**src/rtl/ram_ctrl_pkg.sv**
```systemverilog
// Shared definitions for the display RAM access controller.
//   DEF_ADDR_W / DEF_DATA_W : default RAM geometry (256 x 16)
//   state_e                 : sequencer FSM encoding
package ram_ctrl_pkg;

  localparam int unsigned DEF_ADDR_W = 8;
  localparam int unsigned DEF_DATA_W = 16;

  typedef enum logic [1:0] {
    StIdle   = 2'd0,
    StWrite  = 2'd1,
    StSettle = 2'd2,
    StVerify = 2'd3
  } state_e;

endpackage

```
**src/rtl/ram_access_ctrl_if.sv**
```systemverilog
// RAM port bundle between the access controller and the 256x16 RAM.
//   ram_addr : word address (controller -> RAM)
//   ram_we   : write enable (controller -> RAM)
//   ram_din  : write data   (controller -> RAM)
//   ram_dout : read data, synchronous with 1-cycle latency (RAM -> controller)
// Modports: master = controller side, slave = RAM side.
interface ram_access_ctrl_if
  import ram_ctrl_pkg::*;
#(
  parameter int unsigned ADDR_W = DEF_ADDR_W,
  parameter int unsigned DATA_W = DEF_DATA_W
);

  logic [ADDR_W-1:0] ram_addr;
  logic              ram_we;
  logic [DATA_W-1:0] ram_din;
  logic [DATA_W-1:0] ram_dout;

  modport master (
    output ram_addr,
    output ram_we,
    output ram_din,
    input  ram_dout
  );

  modport slave (
    input  ram_addr,
    input  ram_we,
    input  ram_din,
    output ram_dout
  );

endinterface

```
**src/rtl/dwell_timer.sv**
```systemverilog
// Auto-scan dwell timer. Counts tick pulses while auto_en is high and emits a
// one-cycle adv pulse (registered, the cycle after the terminal tick) every
// DWELL ticks.
//   clock, reset : system clock, synchronous active-high reset
//   tick         : timebase enable pulse
//   auto_en      : level enable; low holds the count at zero
//   step_clr     : an accepted manual step restarts the dwell period
//   adv          : auto-advance request pulse
module dwell_timer #(
  parameter int unsigned DWELL = 250
) (
  input  logic clock,
  input  logic reset,
  input  logic tick,
  input  logic auto_en,
  input  logic step_clr,
  output logic adv
);

  localparam int unsigned CNT_W = (DWELL > 1) ? $clog2(DWELL) : 1;
  localparam logic [CNT_W-1:0] LAST = CNT_W'(DWELL - 1);

  logic [CNT_W-1:0] count_q, count_d;
  logic             adv_q, adv_d;

  always_comb begin
    count_d = count_q;
    adv_d   = 1'b0;
    if (!auto_en || step_clr) begin
      // A step clear wins over a coincident terminal tick: no advance.
      count_d = '0;
    end else if (tick) begin
      if (count_q == LAST) begin
        count_d = '0;
        adv_d   = 1'b1;
      end else begin
        count_d = count_q + CNT_W'(1);
      end
    end
  end

  always_ff @(posedge clock) begin
    if (reset) begin
      count_q <= '0;
      adv_q   <= 1'b0;
    end else begin
      count_q <= count_d;
      adv_q   <= adv_d;
    end
  end

  assign adv = adv_q;

endmodule

```
**src/rtl/ram_access_ctrl.sv**
```systemverilog
// Sequencer/arbiter for the display RAM. Serializes write, step and auto-scan
// requests onto the RAM port, verifies each write by read-back and keeps a
// stable registered read word for the display.
//   clock, reset : system clock, synchronous active-high reset
//   tick         : 500 Hz enable for the dwell timer
//   step_req     : pulse, increment address
//   wr_req       : pulse, write wr_data at current address
//   auto_en      : level, enable auto-scan
//   wr_data      : write word, captured when the write is accepted or latched
//   ram          : RAM port bundle (master side)
//   rd_data      : registered read word
//   busy         : FSM outside IDLE
//   wr_done      : pulse during the verify cycle of a write
//   wr_err       : sticky read-back mismatch flag
module ram_access_ctrl
  import ram_ctrl_pkg::*;
#(
  parameter int unsigned ADDR_W = DEF_ADDR_W,
  parameter int unsigned DATA_W = DEF_DATA_W,
  parameter int unsigned DWELL  = 250
) (
  input  logic                  clock,
  input  logic                  reset,
  input  logic                  tick,
  input  logic                  step_req,
  input  logic                  wr_req,
  input  logic                  auto_en,
  input  logic [DATA_W-1:0]     wr_data,
  ram_access_ctrl_if.master     ram,
  output logic [DATA_W-1:0]     rd_data,
  output logic                  busy,
  output logic                  wr_done,
  output logic                  wr_err
);

  state_e            state_q, state_d;
  logic [ADDR_W-1:0] addr_q, addr_d;
  logic [DATA_W-1:0] wdata_q, wdata_d;
  logic              wr_pend_q, wr_pend_d;
  logic [DATA_W-1:0] wr_pend_data_q, wr_pend_data_d;
  logic              step_pend_q, step_pend_d;
  logic [DATA_W-1:0] rd_data_q;
  logic              ram_we_q;
  logic              wr_done_q;
  logic              wr_err_q;

  logic want_wr, want_step, step_take, adv;

  dwell_timer #(
    .DWELL (DWELL)
  ) u_dwell_timer (
    .clock    (clock),
    .reset    (reset),
    .tick     (tick),
    .auto_en  (auto_en),
    .step_clr (step_take),
    .adv      (adv)
  );

  assign want_wr   = wr_req | wr_pend_q;
  assign want_step = step_req | step_pend_q;

  always_comb begin
    state_d        = state_q;
    addr_d         = addr_q;
    wdata_d        = wdata_q;
    wr_pend_d      = wr_pend_q;
    wr_pend_data_d = wr_pend_data_q;
    step_pend_d    = step_pend_q;
    step_take      = 1'b0;

    unique case (state_q)
      StIdle: begin
        // Priority: write > step > auto advance; one action per cycle.
        if (want_wr) begin
          state_d   = StWrite;
          wdata_d   = wr_pend_q ? wr_pend_data_q : wr_data;
          wr_pend_d = 1'b0;
          // Losing step (new or already pending) stays pending.
          if (want_step) begin
            step_pend_d = 1'b1;
          end
        end else if (want_step) begin
          addr_d      = addr_q + ADDR_W'(1);
          step_pend_d = 1'b0;
          step_take   = 1'b1;
        end else if (adv) begin
          addr_d = addr_q + ADDR_W'(1);
        end
      end
      StWrite:  state_d = StSettle;
      StSettle: state_d = StVerify;
      StVerify: state_d = StIdle;
      default:  state_d = StIdle;
    endcase

    // Requests while busy latch one deep; repeats of a set flag are dropped.
    if (state_q != StIdle) begin
      if (wr_req && !wr_pend_q) begin
        wr_pend_d      = 1'b1;
        wr_pend_data_d = wr_data;
      end
      if (step_req) begin
        step_pend_d = 1'b1;
      end
    end
  end

  always_ff @(posedge clock) begin
    if (reset) begin
      state_q        <= StIdle;
      addr_q         <= '0;
      wdata_q        <= '0;
      wr_pend_q      <= 1'b0;
      wr_pend_data_q <= '0;
      step_pend_q    <= 1'b0;
      rd_data_q      <= '0;
      ram_we_q       <= 1'b0;
      wr_done_q      <= 1'b0;
      wr_err_q       <= 1'b0;
    end else begin
      state_q        <= state_d;
      addr_q         <= addr_d;
      wdata_q        <= wdata_d;
      wr_pend_q      <= wr_pend_d;
      wr_pend_data_q <= wr_pend_data_d;
      step_pend_q    <= step_pend_d;
      // Registered so the strobes line up with the WRITE/VERIFY states.
      ram_we_q       <= (state_d == StWrite);
      wr_done_q      <= (state_d == StVerify);
      if (state_q == StIdle || state_q == StVerify) begin
        rd_data_q <= ram.ram_dout;
      end
      if (state_q == StVerify && ram.ram_dout != wdata_q) begin
        wr_err_q <= 1'b1;
      end
    end
  end

  assign ram.ram_addr = addr_q;
  assign ram.ram_we   = ram_we_q;
  assign ram.ram_din  = wdata_q;
  assign rd_data      = rd_data_q;
  assign busy         = (state_q != StIdle);
  assign wr_done      = wr_done_q;
  assign wr_err       = wr_err_q;

endmodule

```
**src/flat_wrapper.sv**
```systemverilog
// flat-port wrapper written by rule: the top's interface ports become plain ports
module ram_access_ctrl_flat import ram_ctrl_pkg::*;
#(
  parameter int unsigned ADDR_W = DEF_ADDR_W,
  parameter int unsigned DATA_W = DEF_DATA_W,
  parameter int unsigned DWELL  = 250
)
  (clock, reset, tick, step_req, wr_req, auto_en, wr_data, rd_data, busy, wr_done, wr_err, ram_ram_addr, ram_ram_we, ram_ram_din, ram_ram_dout);
  ram_access_ctrl_if #(.ADDR_W(ADDR_W), .DATA_W(DATA_W)) ram_i ();
  input  logic clock;
  input  logic reset;
  input  logic tick;
  input  logic step_req;
  input  logic wr_req;
  input  logic auto_en;
  input  logic [DATA_W-1:0] wr_data;
  output logic [DATA_W-1:0] rd_data;
  output logic busy;
  output logic wr_done;
  output logic wr_err;
  output wire logic [$bits(ram_i.ram_addr)-1:0] ram_ram_addr;
  output wire logic [$bits(ram_i.ram_we)-1:0] ram_ram_we;
  output wire logic [$bits(ram_i.ram_din)-1:0] ram_ram_din;
  input wire logic [$bits(ram_i.ram_dout)-1:0] ram_ram_dout;
  assign ram_ram_addr = ram_i.ram_addr;
  assign ram_ram_we = ram_i.ram_we;
  assign ram_ram_din = ram_i.ram_din;
  assign ram_i.ram_dout = ram_ram_dout;
  ram_access_ctrl #(.ADDR_W(ADDR_W), .DATA_W(DATA_W), .DWELL(DWELL)) u_core (.clock(clock), .reset(reset), .tick(tick), .step_req(step_req), .wr_req(wr_req), .auto_en(auto_en), .wr_data(wr_data), .ram(ram_i), .rd_data(rd_data), .busy(busy), .wr_done(wr_done), .wr_err(wr_err));
endmodule
```
**config.mk**
```make
export PLATFORM = sky130hd
export DESIGN_NAME = ram_access_ctrl_flat
export DESIGN_NICKNAME = d
export VERILOG_FILES = /design/src/rtl/ram_ctrl_pkg.sv /design/src/rtl/ram_access_ctrl_if.sv /design/src/rtl/dwell_timer.sv /design/src/rtl/ram_access_ctrl.sv /design/src/flat_wrapper.sv
export SDC_FILE = /design/constraint.sdc
export NUM_CORES = 1
export LEC_CHECK = 0
export ABC_CLOCK_PERIOD_IN_PS = 1650
export BUFFER_PORTS_ARGS = -buffer_cell sky130_fd_sc_hd__buf_4
export CAP_MARGIN = 20
export CELL_PAD_IN_SITES_DETAIL_PLACEMENT = 1
export CELL_PAD_IN_SITES_GLOBAL_PLACEMENT = 2
export CORE_MARGIN = 2
export CORE_UTILIZATION = 28
export CTS_CLUSTER_DIAMETER = 100
export DETAILED_ROUTE_END_ITERATION = 10
export GPL_TIMING_DRIVEN = 0
export PLACE_DENSITY_LB_ADDON = 0.1
export SYNTH_ARGS = -nofsm -noshare
export SYNTH_HDL_FRONTEND = slang
export SYNTH_SLANG_ARGS = --single-unit
export TNS_END_PERCENT = 30
```
**constraint.sdc**
```tcl
create_clock -name clock -period 1.65 [get_ports clock]
set_input_delay 0 -clock clock [delete_from_list [all_inputs] [get_ports clock]]
set_output_delay 0 -clock clock [all_outputs]
set_load 0.01 [all_outputs]
```
After elaboration in Yosys (flattened, before gate mapping)
Cells that the tools add are included.
{"block": "totals", "regBits": 72, "ram_bits": 0, "out_inout_bits": 44, "elab_cells": 59, "mem_count": 0, "rom_bits": 0, "input_bits": 38, "latch_bits": 0}
{"block": "op_classes", "multipliers": 0, "n_mux": 20, "n_div": 0, "n_eq_ne": 7, "reduce_logical": 14, "add_sub_neg": 2, "n_lt_le_gt_ge": 0, "n_shift": 0, "n_bitwise": 4}
{"op": "$mux 8", "n": 3}
{"op": "$add 8x1->8 const B", "n": 2}
{"op": "$mux 16", "n": 1}
{"op": "$ne 16x16->1", "n": 1}
{"op": "$mux 1", "n": 14}
{"op": "$eq 8x8->1 const B", "n": 1}
{"op": "$pmux 2 s4", "n": 1}
{"op": "$eq 2x2->1 const B", "n": 3}
{"op": "$eq 2x1->1 const B", "n": 2}
{"op": "$reduce_and 2->1", "n": 2}
{"op": "$reduce_bool 2->1", "n": 2}
{"op": "$reduce_and 3->1", "n": 1}
{"op": "$reduce_or 3->1", "n": 1}
{"op": "$logic_and 1x1->1", "n": 2}
{"op": "$logic_not 1->1", "n": 2}
{"op": "$logic_not 2->1", "n": 1}
{"op": "$logic_or 1x1->1", "n": 2}
{"op": "$mux 2", "n": 1}
{"op": "$not 1->1", "n": 2}
{"op": "$or 1x1->1", "n": 2}
{"op": "$reduce_or 2->1", "n": 1}

Longest topological paths before layout
Gate-level depths: netlist of run 1.
{"block": "depth", "ltp_word": 6, "mapped_depth": 8, "mapped_depth_nobuf": 6}

Hierarchy
Synthesis of run 1 repeated with hierarchy kept, for this count alone.
{"block": "hier_totals", "hier_cells": 332, "area_unflattened_um2": 3076.7}
{"module": "ram_access_ctrl", "seq_area_each_um2": 1261.2, "area_each_um2": 2628.8, "instances": 1, "cells_per_inst": 287}
{"module": "dwell_timer", "seq_area_each_um2": 180.2, "area_each_um2": 447.9, "instances": 1, "cells_per_inst": 45}

Worst setup path after synthesis of run 1
No wires, ideal clock.
{"block": "synth_path", "path_kind": "register -> register", "startpoint": "reg u_core.state_q[0]", "endpoint": "reg u_core.addr_q[7], in the netlist u_core.ram.ram_addr[7]", "synth_period_minus_slack_ps": 1568, "path_stages_with_launch": 7, "arrival_ps": 1497, "n_path_buf": 0, "setup_ps": 70, "required_time_ps": 1580, "slack_ps": 82, "path_cell_list": "dfxtp_1 -> inv_1 -> ha_1 -> nor3b_4 -> nand3_2 -> or3_1 -> a21oi_1"}
{"block": "synth_between", "elab_chain_len": 2}
{"element": "from (decl)", "line": "ram_access_ctrl.sv:36", "source": "state_e state_q, state_d;"}
{"element": "from (signal assigned)", "line": "ram_access_ctrl.sv:111", "source": "state_q <= StIdle;"}
{"element": "from (signal assigned)", "line": "ram_access_ctrl.sv:122", "source": "state_q <= state_d;"}
{"element": "$logic_not 2->1", "line": "ram_access_ctrl.sv:72", "source": "unique case (state_q)"}
{"element": "$reduce_and 3->1 (no line)"}
{"element": "to (signal assigned)", "line": "ram_access_ctrl.sv:123", "source": "addr_q <= addr_d;"}
{"element": "to (decl)", "line": "ram_access_ctrl.sv:37", "source": "logic [ADDR_W-1:0] addr_q, addr_d;"}
Every way passes these cells.
A chain may end at the register's enable or synchronous reset.

Final worst setup path of run 1
Same ends and word-level chain as after synthesis.

==> summary.md, run 1 <==
• worst reg2reg path endpoint: u_core.ram.ram_addr[7]
• number of setup violations in the final report: 0
• GRT Util Overall: 15.2%
• number of enable flip-flop cells after synthesis: 0
• sequential area share after synthesis: 47.9%
• Skew-Pair Late Insertion Delay: 340 ps
• number of placement rows: 37
• non-filler cells, final: 597
• width of the die: 108 um
• CTS HTree Levels: 3
• kind of end point of the critical path: flip-flop
• initial core utilization: 29.0%
• number of pins exceeding their max-slew limit in the final report: 0
• number of search-and-repair iterations in the first detailed-routing pass: 4
• count of routing violations after the opening detailed-route iteration: 59
• kind of path behind the tightest hold check: in -> reg
• standard cell core area: 10400 um2
• worst setup path category: reg -> reg
• fin area: 4430 um2
• Setup Slack @ Placement: -328 ps
• measured slew at the worst slew-check pin: 585 ps
• Port-buffer cells: 80
• Period minus WS final: 1550 ps
• vias in the first global route: 2630
• warning count from the yosys run: 0
• worst setup path endpoint: u_core.ram.ram_addr[7]
• fraction of synthesized cell area taken by the top area cell type: 47.9%
• RSZ-0062 raised after global routing: false
• TritonCTS clock tree: yes
• die height: 108 um
• launch point of the worst path: u_core.state_q[0]
• Placed Area: 3780 um2
• number of buffers on the longest clock path: 2
• reported leakage power: 0.00180 uW
• setup skew after layout: 7.60 ps
• peak ir drop on the vdd network: 0.639 mV
• power density over cell area: 1520 nW/um2
• total congestion overflow: 0
• antenna violations before repair: 0
• minimum hold slack: 31.8 ps
• via density per instance: 4.44
• number of routed nets with antenna violations: 0
• final routed wirelength across all metal layers: 8480 um
• post-layout utilization of the core: 42.7%
• count of max-cap constraint violations: 0
• Reg clk slew, reported paths: 70 ps
• final clock period utilization by the worst path: 93.9%
• worst-case setup margin in the final layout: 100 ps
• count of pins on the block boundary: 82
• area growth from synthesis to layout: 47.1%
• number of synthesized register bits: 72
• residual DRC count: 0
• Unique masters post-synth: 29
• post-synth design cell area: 3010 um2
• RePlAce Congestion: 0.746
• Final Hold Viols: 0
• number of nets at the end of the flow: 500
• setup slack on the worst flop-to-flop path: 100 ps
• CTS Sinks: 72
• number of cells produced by synthesis: 328
• type of origin of the critical path: flip-flop
• CTS root buf: sky130_fd_sc_hd__clkbuf_8
• HPWL Detailed: 6270 um
• maximum net fanout on the critical path: 6
• post-synthesis net count: 372
• pin count of the biggest net entering global routing: 13
• total clock buffers created by CTS: 9
• via total after detailed routing: 2650
• cell type with the largest total area after synthesis: sky130_fd_sc_hd__dfxtp_1
• full die area: 11600 um2
• worst path required time: 1920 ps
• proportion of register bits with asynchronous set or reset after synthesis: 0%
• most numerous cell types in the synthesized netlist: 72 x sky130_fd_sc_hd__dfxtp_1, 53 x sky130_fd_sc_hd__nor2_1, 40 x sky130_fd_sc_hd__nand2_1
• outcome: completed
• relative max-transition margin: 61.0%
• wire length of the first global-routing pass: 13600 um
• placed cell count: 544
• per-cell routed wire length: 14.2 um
• cells taking the most area after synthesis: sky130_fd_sc_hd__dfxtp_1 48%, sky130_fd_sc_hd__mux2i_1 11%, sky130_fd_sc_hd__nor2_1 6.6%, sky130_fd_sc_hd__xnor2_1 5.8%, sky130_fd_sc_hd__nand2_1 5.0%
• main flop type after synthesis: sky130_fd_sc_hd__dfxtp_1
• reg-to-reg startpoint: u_core.state_q[0]
• ratio of cells with drive above 1 in the final layout: 25.6%
• number of antenna diodes: 0
• Worst R2R Path Depth: 7
• maximum operating frequency: 645 MHz
• most frequently used cell type in the post-synthesis netlist: sky130_fd_sc_hd__dfxtp_1
• crit path DAT: 1820 ps
• synthesized area divided by synthesized cell count: 9.17 um2
==> metal layers <==
layer	global-route usage [%]	part of all wire, %
met2	24.4	46
met5	0	0
met1	20.3	48
met4	4.67	1.3
met3	3.57	4.6
==> how the worst min path moves through the flow <==
stage	from	endpoint	slack [ps]	cells after the start
floorplan	wr_data[0]	u_core.wr_pend_data_q[0]	140	2
finish	reset	u_core.u_dwell_timer.count_q[1]	30	3
CTS	reset	u_core.u_dwell_timer.count_q[1]	30	3
detailed placement	ram_ram_dout[6]	u_core.rd_data[6]	260	3
global placement	ram_ram_dout[6]	u_core.rd_data[6]	250	3
global route	reset	u_core.u_dwell_timer.count_q[1]	40	3
==> layout by cell type (no fill, tap or decap), types with 3 or more instances in the layout <==
cell type / Yosys / final
sky130_fd_sc_hd__a211oi_1: 17 / 17
sky130_fd_sc_hd__a21oi_1: 19 / 19
sky130_fd_sc_hd__buf_1: 4 / 4
sky130_fd_sc_hd__buf_4: 1 / 86
sky130_fd_sc_hd__bufinv_16: 0 / 3
sky130_fd_sc_hd__clkbuf_1: 8 / 5
sky130_fd_sc_hd__clkbuf_4: 0 / 3
sky130_fd_sc_hd__clkbuf_8: 0 / 9
sky130_fd_sc_hd__clkinv_2: 0 / 4
sky130_fd_sc_hd__dfxtp_1: 72 / 70
sky130_fd_sc_hd__dlygate4sd3_1: 0 / 34
sky130_fd_sc_hd__ha_1: 6 / 5
sky130_fd_sc_hd__inv_1: 5 / 3
sky130_fd_sc_hd__mux2i_1: 32 / 32
sky130_fd_sc_hd__nand2_1: 40 / 40
sky130_fd_sc_hd__nand4_1: 10 / 10
sky130_fd_sc_hd__nor2_1: 53 / 52
sky130_fd_sc_hd__nor3_1: 4 / 4
sky130_fd_sc_hd__or3_1: 3 / 3
sky130_fd_sc_hd__xnor2_1: 20 / 20
sky130_fd_sc_hd__xor2_1: 9 / 9
==> sequential cells by signal (all words and copies together), names as in the netlist <==
| signal | flops |
|---|---|
| u_core.state_q | 2 |
| u_core.wr_done | 1 |
| u_core.ram.ram_addr | 8 |
| u_core.u_dwell_timer.count_q | 8 |
| u_core.ram.ram_din | 16 |
| u_core.wr_err | 1 |
| u_core.wr_pend_q | 1 |
| u_core.ram.ram_we | 1 |
| u_core.u_dwell_timer.adv | 1 |
| u_core.wr_pend_data_q | 16 |
| u_core.rd_data | 16 |
| u_core.step_pend_q | 1 |
==> cells by family (layout without fill, tap and decap cells) <==
logic type / after synthesis / count (layout) / share of synthesized area, %
xor gates and xnor gates: 29 / 29 / 8.44
buffers and inverters: 24 / 157 / 3.37
muxes: 32 / 32 / 10.6
DFF: 72 / 72 / 47.9
adders and majority gates: 6 / 6 / 2.49
AOI/OAI and AO/OA: 39 / 39 / 8.02
and+or+nand+nor: 126 / 126 / 19.1
==> where the power goes <==
part	total (uW)	switching (uW)	internal, uW
Combinational	2650	1310	1340
Clock	1650	654	994
Sequential	2440	300	2140
==> metrics by stage <==
step / power (uW) / TNS, ps
global route: 7210 / 0
global placement: 4860 / -5060
CTS: 6790 / 0
detailed placement: 4910 / -6590
finish: 6740 / 0
floorplan: 3920 / 0
==> repair_timing <==
action	CTS	global route
hold buffers	34	0
pin swaps	1	0
buffers inserted	5	0
hold endpoints to repair	34	0
endpoints found under the setup margin	48	31
gates resized for setup	9	9
==> final cells by class <==
cell class                      count  area (um2)
Multi-Input combinational cell    232        1480
Tap cell                          136         170
Sequential cell                    72        1440
Fill cell                        1228        5940
Inverter                            5        21.3
Clock buffer                        9         124
Buffer                             17        92.6
Clock inverter                      7         110
Timing Repair Buffer              119         982
==> critical path: stages (launching register included) <==
cell	delay [ps]
sky130_fd_sc_hd__dfxtp_2	340
sky130_fd_sc_hd__inv_4	70
sky130_fd_sc_hd__ha_4	170
sky130_fd_sc_hd__nor3b_4	220
sky130_fd_sc_hd__buf_6	130
sky130_fd_sc_hd__nand3_2	50
sky130_fd_sc_hd__or3_1	350
sky130_fd_sc_hd__a21oi_1	140
Power figures use the tool's default switching activity.
==> run 2, diff against run 1 <==
--- a/config.mk
+++ b/config.mk
@@ -11,7 +11,7 @@
 export CELL_PAD_IN_SITES_DETAIL_PLACEMENT = 1
 export CELL_PAD_IN_SITES_GLOBAL_PLACEMENT = 2
 export CORE_MARGIN = 2
-export CORE_UTILIZATION = 28
+export CORE_UTILIZATION = 25
 export CTS_CLUSTER_DIAMETER = 100
 export DETAILED_ROUTE_END_ITERATION = 10
 export GPL_TIMING_DRIVEN = 0
==> summary.md, run 2 (synthesis gave the netlist of run 1 again) <==
• ratio of cells with drive above 1 in the final layout: 25.3%, -0.27 points
• sequential cell fraction of total power: 35.0%, -1.2 points
• number of routed nets with antenna violations: 0, unchanged
• area of the multi-input gates: 1490 um2, +0.17%
• number of placement rows: 40, +8.1%
• met3 track demand over resource: 2.71%, -0.86 points
• TritonCTS clock tree: yes
• GRT Util Overall: 14.0%, -1.3 points
• per-cell routed wire length: 14.2 um, about the same
• worst reg2reg path endpoint: u_core.ram.ram_addr[7]
• total clock buffers created by CTS: 9, unchanged
• switching part of the total power: 33.4%, -0.16 points
• post-layout utilization of the core: 38.0%, -4.7 points
• full die area: 12900 um2, +12%
• count of max-cap constraint violations: 0, unchanged
• kind of path behind the tightest hold check: in -> reg
• number of buffers on the longest clock path: 2, unchanged
• worst hold path depth: 3, unchanged
• origin of the worst min-delay path: wr_req
• CTS Sinks: 72, unchanged
• die height: 114 um, +5.6%
• final routed wirelength across all metal layers: 8650 um, +2.0%
• count of routing violations after the opening detailed-route iteration: 101, +71%
• pin count of the biggest net entering global routing: 17, +4
• number of setup violations in the final report: 0, unchanged
• minimum hold slack: 36.9 ps, +5.10 ps
• RePlAce Congestion: 0.711, -4.7%
• Skew-Pair Late Insertion Delay: 330 ps, about the same
• Layout fillers: 1369, +11%
• placed cell count: 555, +2.0%
• standard cell core area: 11900 um2, +14%
• Comb power frac: 38.4%, -1.0 points
• setup skew after layout: 5.39 ps, -2.20 ps
• endpoint of the worst hold path: u_core.wr_pend_q
• Reg clk slew, reported paths: 60 ps, about the same
• antenna violations before repair: 0, unchanged
• type of origin of the critical path: flip-flop
• worst setup path category: reg -> reg
• Worst R2R Path Depth: 7, unchanged
• number of nets at the end of the flow: 501, +0.20%
• final clock period utilization by the worst path: 93.4%, -0.50 points
• initial core utilization: 25.4%, -3.6 points
• reg-to-reg startpoint: u_core.state_q[0]
• met1 routing resource usage after global routing: 19.2%, -1.2 points
• maximum net fanout on the critical path: 6, unchanged
• relative max-transition margin: 57.8%, -3.2 points
• Final Hold Viols: 0, unchanged
• total congestion overflow: 0, unchanged
• CTS HTree Levels: 3, unchanged
• number of search-and-repair iterations in the first detailed-routing pass: 4, unchanged
• launch point of the worst path: u_core.state_q[0]
• kind of end point of the critical path: flip-flop
• crit path DAT: 1800 ps, -20 ps
• number of pins exceeding their max-slew limit in the final report: 0, unchanged
• via density per instance: 4.37, -1.5%
• count of pins on the block boundary: 82, unchanged
• setup slack on the worst flop-to-flop path: 110 ps, about the same
• wire length of the first global-routing pass: 13800 um, +1.8%
• CTS root buf: sky130_fd_sc_hd__clkbuf_16
• Int Power: 4630 uW, +3.5%
• HPWL Detailed: 6420 um, +2.4%
• RSZ-0062 raised after global routing: true
• peak-usage layer in the global routing report: met2
• vias in the first global route: 2616, -0.53%
• Port-buffer cells: 80, unchanged
• reported net switching power: 2330 uW, +2.8%
• outcome: completed
• peak ir drop on the vdd network: 0.475 mV, -26%
• measured slew at the worst slew-check pin: 633 ps, +47.9 ps
• most used cells in the layout excluding fill and tap cells: 87 x sky130_fd_sc_hd__buf_4, 71 x sky130_fd_sc_hd__dfxtp_1, 52 x sky130_fd_sc_hd__nor2_1
• non-filler cells, final: 609, +2.0%
• maximum operating frequency: 649 MHz, +0.53%
• power density over cell area: 1540 nW/um2, +1.4%
• number of antenna diodes: 0, unchanged
• worst path required time: 1910 ps, about the same
• global-route met2 utilization: 21.6%, -2.8 points
• most frequent standard cell in the layout excluding fill and tap cells: sky130_fd_sc_hd__buf_4
• via total after detailed routing: 2662, +0.45%
• clock share of power: 26.7%, +2.2 points
• area growth from synthesis to layout: 49.8%
• flip-flop and latch area: 1440 um2, about the same
• residual DRC count: 0, unchanged
• width of the die: 114 um, +5.6%
• reported leakage power: 0.00184 uW, +2.2%
• Period minus WS final: 1540 ps, -8.18 ps
run 2: changes by cell type in the layout (fill, tap and decap cells not counted), sizes merged:
cell,change
buf,+2
dlymetal6s4s,+1
bufinv,-3
clkinv,-1
clkbuf,+2
run 2: how the worst max path moves through the flow:
stage | to
after global placement | u_core.u_dwell_timer.count_q[1]
after detailed placement | u_core.u_dwell_timer.count_q[5]
after CTS | u_core.ram.ram_addr[7]
after floorplan | u_core.ram.ram_addr[7]
after global routing | u_core.ram.ram_addr[6]
final | u_core.ram.ram_addr[7]
run 2: final cells by class:
cell class	count	share of cell area, %
multi-input combinational	232	33.0
clock inverter	3	0.333
buffer	16	1.89
sequential	72	32.0
clock buffer	13	6.00
inverter	5	0.416
timing repair buffer	121	22.3
tap	147	4.08
run 2: what timing repair did:
item | 4_1_cts | 5_1_grt
setup buffers | 4 | 2
hold buffers | 35 | 0
hold endpoints to repair | 34 | 0
endpoints found under the setup margin | 48 | 30
pin swaps | 1 | 3
gates resized for setup | 11 | 7
run 2: through the flow:
step	instance area [um2]	setup TNS, ps	power (uW)	worst slack [ps]
floorplan	3010	0	3920	82.1
global placement	3790	-6190	4880	-307
detailed placement	3790	-6420	4910	-296
CTS	4480	0	7000	51.4
global route	4510	-8.89	7460	-8.89
finish	4510	0	6960	109
run 2: power groups by stage:
stage,clock [uW],sequential (uW),combinational (uW)
final,1860,2430,2670
after global routing,2010,2500,2950
after CTS,1930,2440,2630
after detailed placement,0,2470,2430
after global placement,0,2460,2420
after floorplan,0,2520,1400
run 2: metal layers:
| layer | vias up | wire, um |
|---|---|---|
| met4 | 0 | 119 |
| met1 | 1235 | 4290 |
| met2 | 51 | 3900 |
| li1 | 1369 | - |
| met3 | 7 | 340 |
| met5 | - | 0 |
run 2: worst max-delay path, cell delays in order, from the launching register on:
cell and delay (ps):
sky130_fd_sc_hd__dfxtp_2 320, sky130_fd_sc_hd__inv_2 80, sky130_fd_sc_hd__ha_4 170, sky130_fd_sc_hd__nor3b_4 230, sky130_fd_sc_hd__buf_6 140, sky130_fd_sc_hd__nand3_2 50
sky130_fd_sc_hd__or3_1 330, sky130_fd_sc_hd__a21oi_1 140
